--- src/rtl/unet_pkg.sv ---
// ---------------------------------------------------------------------------
// unet_pkg -- shared definitions for the U-Net datapath blocks.
//
// Contents:
//   PIX_W / PROD_W / ACC_W : pixel, product and accumulator widths
//   op_e                   : operation codes of the 3x3 window engine
//   clamp_width()          : limits a runtime row length to 3..max_w
// ---------------------------------------------------------------------------
package unet_pkg;

   localparam int PIX_W  = 8;
   localparam int PROD_W = 2 * PIX_W;
   localparam int ACC_W  = 32;

   typedef enum logic [1:0] {
      OP_CONV     = 2'd0,
      OP_MAXPOOL2 = 2'd1,
      OP_PASS     = 2'd2,
      OP_RSVD     = 2'd3
   } op_e;

   // Row length actually used by the line buffers. The 3x3 window needs at
   // least three columns, and the buffers cannot be longer than max_w.
   function automatic logic [7:0] clamp_width(input logic [7:0] w, input int max_w);
      if (int'(w) > max_w) begin
         return 8'(max_w);
      end else if (w < 8'd3) begin
         return 8'd3;
      end else begin
         return w;
      end
   endfunction

endpackage

--- src/rtl/conv_line_buffer.sv ---
// ---------------------------------------------------------------------------
// conv_line_buffer -- variable-length signed delay line.
//
// Shifts din in on every rising clk edge (no enable). dout is the entry that
// went in exactly `tap` edges ago, so with tap = W it is the pixel one row
// above the current input. Entries clear asynchronously while rst_n is low.
//
// Ports:
//   clk    in   clock, rising edge
//   rst_n  in   asynchronous active-low clear
//   din    in   PIX_W  signed sample shifted in each edge
//   tap    in   8      delay in edges, 1..DEPTH
//   dout   out  PIX_W  delayed sample (combinational tap select)
// ---------------------------------------------------------------------------
module conv_line_buffer
   import unet_pkg::*;
#(
   parameter int DEPTH = 128
) (
   input  logic                    clk,
   input  logic                    rst_n,
   input  logic signed [PIX_W-1:0] din,
   input  logic        [7:0]       tap,
   output logic signed [PIX_W-1:0] dout
);

   logic signed [PIX_W-1:0] mem [DEPTH];

   always_ff @(posedge clk or negedge rst_n) begin
      if (!rst_n) begin
         for (int i = 0; i < DEPTH; i++) begin
            mem[i] <= '0;
         end
      end else begin
         mem[0] <= din;
         for (int i = 1; i < DEPTH; i++) begin
            mem[i] <= mem[i-1];
         end
      end
   end

   // mem[i] holds the sample shifted in i+1 edges ago.
   always_comb begin
      dout = '0;
      for (int i = 0; i < DEPTH; i++) begin
         if (int'(tap) == i + 1) begin
            dout = mem[i];
         end
      end
   end

endmodule

--- src/rtl/convolutor_3x3.sv ---
// ---------------------------------------------------------------------------
// convolutor_3x3 -- streaming 3x3 window engine.
//
// Takes one signed pixel per clock in raster order and forms the 3x3
// neighbourhood centred on pixel m = q-W-1, where q is the pixel currently
// on pixel_in. The result for m is combinational and is valid at the edge
// that shifts q in. Operations: CONV (MAC + bias), MAXPOOL2, PASS, reserved.
// ReLU is applied after every operation. Side borders are zeroed by the
// source through paddingl / paddingr; top border comes from the reset clear,
// bottom border from W+1 trailing zero pixels.
//
// Build option:
//   CONVOLUTOR3X3_MAXPOOL_EN  defined   -> operation 1 is a 2x2 max pool
//                             undefined -> operation 1 outputs 0 (reserved)
//
// Ports:
//   clk        in   clock, rising edge
//   rst_n      in   asynchronous active-low reset, also the per-frame clear
//   pixel_in   in   8   signed pixel q
//   w1..w9     in   8   signed weights, rows top..bottom, left..right
//   bias       in   32  signed bias (CONV only)
//   operation  in   2   0 CONV, 1 MAXPOOL2, 2 PASS, 3 reserved
//   width      in   8   active row length, clamped to 3..IMAGE_WIDTH
//   paddingl   in   1   zero taps w3, w6, w9 (centre in last column)
//   paddingr   in   1   zero taps w1, w4, w7 (centre in first column)
//   relu       in   1   clamp negative results to 0
//   pixel_out  out  32  signed result, forced to 0 while in reset
// ---------------------------------------------------------------------------
module convolutor_3x3
   import unet_pkg::*;
#(
   parameter int IMAGE_WIDTH  = 128,
   parameter int IMAGE_HEIGHT = 128
) (
   input  logic                    clk,
   input  logic                    rst_n,
   input  logic signed [PIX_W-1:0] pixel_in,
   input  logic signed [PIX_W-1:0] w1,
   input  logic signed [PIX_W-1:0] w2,
   input  logic signed [PIX_W-1:0] w3,
   input  logic signed [PIX_W-1:0] w4,
   input  logic signed [PIX_W-1:0] w5,
   input  logic signed [PIX_W-1:0] w6,
   input  logic signed [PIX_W-1:0] w7,
   input  logic signed [PIX_W-1:0] w8,
   input  logic signed [PIX_W-1:0] w9,
   input  logic signed [ACC_W-1:0] bias,
   input  logic        [1:0]       operation,
   input  logic        [7:0]       width,
   input  logic                    paddingl,
   input  logic                    paddingr,
   input  logic                    relu,
   output logic signed [ACC_W-1:0] pixel_out
);

   // There is no row counter, so the frame height is informational only.
   logic unused_height;
   assign unused_height = ^32'(IMAGE_HEIGHT);

   logic [7:0] w_eff;
   assign w_eff = clamp_width(width, IMAGE_WIDTH);

   // Window storage. Names give the delay relative to q:
   //   bot_1 = q-1,   bot_2 = q-2
   //   mid_0 = q-W,   mid_1 = q-W-1,  mid_2 = q-W-2
   //   top_0 = q-2W,  top_1 = q-2W-1, top_2 = q-2W-2
   logic signed [PIX_W-1:0] bot_1, bot_2;
   logic signed [PIX_W-1:0] mid_0, mid_1, mid_2;
   logic signed [PIX_W-1:0] top_0, top_1, top_2;

   conv_line_buffer #(.DEPTH(IMAGE_WIDTH)) u_line_mid (
      .clk   (clk),
      .rst_n (rst_n),
      .din   (pixel_in),
      .tap   (w_eff),
      .dout  (mid_0)
   );

   conv_line_buffer #(.DEPTH(IMAGE_WIDTH)) u_line_top (
      .clk   (clk),
      .rst_n (rst_n),
      .din   (mid_0),
      .tap   (w_eff),
      .dout  (top_0)
   );

   always_ff @(posedge clk or negedge rst_n) begin
      if (!rst_n) begin
         bot_1 <= '0;
         bot_2 <= '0;
         mid_1 <= '0;
         mid_2 <= '0;
         top_1 <= '0;
         top_2 <= '0;
      end else begin
         bot_1 <= pixel_in;
         bot_2 <= bot_1;
         mid_1 <= mid_0;
         mid_2 <= mid_1;
         top_1 <= top_0;
         top_2 <= top_1;
      end
   end

   // Tap k pairs with weight w(k+1). Masks zero a whole window column when
   // the stream would otherwise wrap into the neighbouring row.
   logic signed [PIX_W-1:0]  tap  [9];
   logic signed [PIX_W-1:0]  wt   [9];
   logic signed [PROD_W-1:0] prod [9];
   logic signed [ACC_W-1:0]  acc;

   always_comb begin
      tap[0] = paddingr ? '0 : top_2;
      tap[1] = top_1;
      tap[2] = paddingl ? '0 : top_0;
      tap[3] = paddingr ? '0 : mid_2;
      tap[4] = mid_1;
      tap[5] = paddingl ? '0 : mid_0;
      tap[6] = paddingr ? '0 : bot_2;
      tap[7] = bot_1;
      tap[8] = paddingl ? '0 : pixel_in;
   end

   always_comb begin
      wt[0] = w1;
      wt[1] = w2;
      wt[2] = w3;
      wt[3] = w4;
      wt[4] = w5;
      wt[5] = w6;
      wt[6] = w7;
      wt[7] = w8;
      wt[8] = w9;
   end

   // 8x8 signed products fit exactly in 16 bits; the 32-bit sum wraps.
   always_comb begin
      acc = bias;
      for (int i = 0; i < 9; i++) begin
         prod[i] = PROD_W'(tap[i]) * PROD_W'(wt[i]);
         acc     = acc + ACC_W'(prod[i]);
      end
   end

`ifdef CONVOLUTOR3X3_MAXPOOL_EN
   // 2x2 block whose top-left is the window centre; padding does not apply.
   logic signed [PIX_W-1:0] pool_max;

   always_comb begin
      pool_max = pixel_in;
      if (bot_1 > pool_max) pool_max = bot_1;
      if (mid_0 > pool_max) pool_max = mid_0;
      if (mid_1 > pool_max) pool_max = mid_1;
   end
`endif

   logic signed [ACC_W-1:0] result;

   always_comb begin
      result = '0;
      case (op_e'(operation))
         OP_CONV:     result = acc;
`ifdef CONVOLUTOR3X3_MAXPOOL_EN
         OP_MAXPOOL2: result = ACC_W'(pool_max);
`endif
         OP_PASS:     result = ACC_W'(mid_1);
         default:     result = '0;
      endcase
      if (relu && result[ACC_W-1]) begin
         result = '0;
      end
   end

   assign pixel_out = rst_n ? result : '0;

endmodule

--- config.mk ---
export PLATFORM = sky130hd
export DESIGN_NAME = convolutor_3x3
export DESIGN_NICKNAME = d
export VERILOG_FILES = /design/src/rtl/unet_pkg.sv /design/src/rtl/conv_line_buffer.sv /design/src/rtl/convolutor_3x3.sv
export SDC_FILE = /design/constraint.sdc
export NUM_CORES = 2
export LEC_CHECK = 0
export ABC_CLOCK_PERIOD_IN_PS = 15100
export BUFFER_PORTS_ARGS = -buffer_cell sky130_fd_sc_hd__buf_2
export CORE_MARGIN = 2
export CORE_UTILIZATION = 60
export DETAILED_ROUTE_END_ITERATION = 10
export PLACE_DENSITY = 0.77
export SYNTH_ARGS = -nofsm -noshare
export SYNTH_HDL_FRONTEND = slang
export SYNTH_SLANG_ARGS = --single-unit
--- constraint.sdc ---
create_clock -name clk -period 15.1 [get_ports clk]
set_input_delay 0.755 -clock clk [delete_from_list [all_inputs] [get_ports clk]]
set_output_delay 0.755 -clock clk [all_outputs]
set_load 0.02 [all_outputs]
==> flow_summary.ini <==
[yosys]
netlist_top_cells_area = dfrtp_1, fa_1, inv_1
post-synth-top-area-cell = dfrtp_1
yosysWarnings = 0
yosys.area.top_type_share_pct = 50.9
ys_ff_latch = 2064
synth-edff-count = 0
postSynthCellCount = 8300
async_reset_ff_share_pct = 100
syn_area_um2 = 101000
yosysSeqAreaShare_pct = 50.9
avgSynthCellArea_um2 = 12.2
synth_flop_cell = dfrtp_1
syn_nets = 9550
synth_cell_types = 124

[detailed_routing]
firstDrtPassIters = 9
via_count = 77600
drtIter0Drc = 12400
drc = 0
viasPerCell = 7.02
postRouteAntennaNets = 0
wl_per_cell_um = 35.1
totalWireLength_um = 387000

[clock_network]
cts_root_buf = clkbuf_16
clock_sinks = 2064
clk_latency_ps = 880
cts_tree = built
clock_path_buffers = 3
htreeDepth = 4
clk_pin_slew_worst_paths_ps = 60
cts_buffers = 198

[sta]
setup_viol_count_final = 21
max_slew_margin_pct = 3.01
hold_viol_final = 0
maxSlewViolCount = 0
fmax_ghz = 0.0659
fin_crit_sh_pct = 101
setup_ws_ps = -77.6
tightest_slew_ps = 1440
fin_skew_ps = 58.0
period_needed_ps = 15180
finalSetupTns_ps = -307

[finish]
final_core_utilization_pct = 68.1
layout_common_cells = dfrtp_1, inv_1, fa_1
final_common_cell = dfrtp_1
area_growth_pct = 12.5
drive_gt1_share_pct = 12.1
final_nets = 9890
fillers = 11700
final_area_um2 = 114000

[setup_path]
max_stage_delay_ps = 940
required_ps = 14350
path_buf_inv = 11
crit_arrival_ps = 14420
path_delay_family = adder cells
crit_top_cell = fa_1
crit_fanout = 63
critPathCaptureType = output pin
cp-start-kind = input pin
crit_type = in -> out
cp_slowest_cell = nor4b_1

[min_path]
hold_class = in -> reg

[floorplanning]
die_h_um = 415
rows = 150
ios = 159
core_area_um2 = 168000
fp.dieArea_um2 = 172000
fp.dieW_um = 415
initial_core_util_pct = 60.5

[global_routing]
met1_usage_pct = 57.4
grt_max_degree = 198
grt_pass1_vias = 79600
grt_use_met3_pct = 24.0
grt_util_met2_pct = 61.4
antenna_found_initial = 49
grt_pass1_wl_um = 559000
grtUsageTotal_pct = 45.5
busiest_layer = met2
overflow = 0

[placed_design]
port_buffers = 158
postPlaceCellArea_um2 = 107000
place_congestion = 1.07
dp_hpwl_um = 277000

[run]
cap_viol_max_count = 0

[status]
status = complete, but fails checks
violations = negative setup slack
## worst paths after layout
kind                                     startpoint                    to  slack [ps]  depth (start not counted)
worst max register to register  u_line_top.mem[449]              top_1[1]       11170                          9
worst min-delay path                    pixel_in[2]  u_line_mid.mem[1018]          20                          1
worst min register to register  u_line_top.mem[926]   u_line_top.mem[918]         330                          0
min in group asynchronous                     rst_n   u_line_mid.mem[547]         390                          2
worst max-delay path                       width[0]         pixel_out[31]         -80                         39
max in group asynchronous                     rst_n    u_line_mid.mem[75]       10460                          6
## logic make-up (layout without fill, tap and decap cells)
family | count (synthesis) | after routing | share of synthesized area (%)
other cells | 0 | 41 | 0
fa+ha+maj | 1123 | 1123 | 20.6
flops | 2064 | 2064 | 50.9
mux | 59 | 59 | 0.613
xor+xnor | 34 | 34 | 0.293
buf+inv | 1480 | 1988 | 5.99
compound gates | 1793 | 1793 | 12.6
simple gates | 1747 | 1747 | 8.98
## registers in the layout (all words and copies together), names as in the netlist
register        cells
u_line_top.mem   1024
top_2               8
top_1               8
u_line_mid.mem   1024
## layer usage
| metal | vias up | routed length (um) | part of all wire [%] |
|---|---|---|---|
| li1 | 28900 | - | - |
| met1 | 39300 | 134000 | 34 |
| met2 | 7179 | 156000 | 40 |
| met3 | 2105 | 64400 | 17 |
| met4 | 66 | 32700 | 8.4 |
| met5 | - | 790 | 0.20 |
## synthesized netlist by cell type, types with 16 or more instances
cell type and count:
dfrtp_1 2064, inv_1 1053, fa_1 910, nand2_1 464, nor2_1 341, a21oi_1 300, o21ai_0 292, a22oi_1 237
and2_1 234, ha_1 213, buf_2 193, nand3_1 157, clkbuf_1 151, a221oi_1 105, nor2b_1 98, nor3_1 81
a22o_1 73, a31oi_1 68, nand2b_1 65, o22ai_1 60, o211ai_1 55, a32oi_1 51, and3_1 50, o221ai_1 50
mux2i_1 43, nand4_1 41, a211oi_1 40, a21o_1 39, a222oi_1 38, a221o_1 35, nor4_1 34, buf_4 30
o31ai_1 30, buf_1 27, a2111oi_0 26, a32o_1 26, xnor2_1 24, o2bb2ai_1 23, buf_6 22, o21a_1 22
o21ai_1 20, nand3b_1 19, a2bb2oi_1 16
## final cells by class
class / count / area [um^2] / share of cell area, %
multi-input combinational: 4756 / 44100 / 38.7
clock buffer: 279 / 5780 / 5.06
tap: 2204 / 2760 / 2.41
sequential: 2064 / 51600 / 45.2
clock inverter: 89 / 1420 / 1.24
timing repair buffer: 563 / 4360 / 3.82
antenna: 41 / 103 / 0.0899
inverter: 1057 / 3970 / 3.47
## repair_timing
item | in CTS | in global routing
endpoints found under the setup margin | 32 | 32
resized for setup | 1 | 5
endpoints found under the hold margin | 36 | 0
hold buffers | 1 | 0
buffers inserted | 1 | 2
## stage by stage
step                setup WS, ps  cells  hold slack [ps]
finish                     -77.6  11100             19.9
global route               -2.22  11000             17.8
CTS                         14.9  11000             8.96
detailed placement          -153  10600              354
global placement            -215  10600              349
floorplan                   2640   8300              346
Power is left out: the tool's default activity adds up to more than one toggle a clock period on the data nets, which glitch-free logic cannot reach.
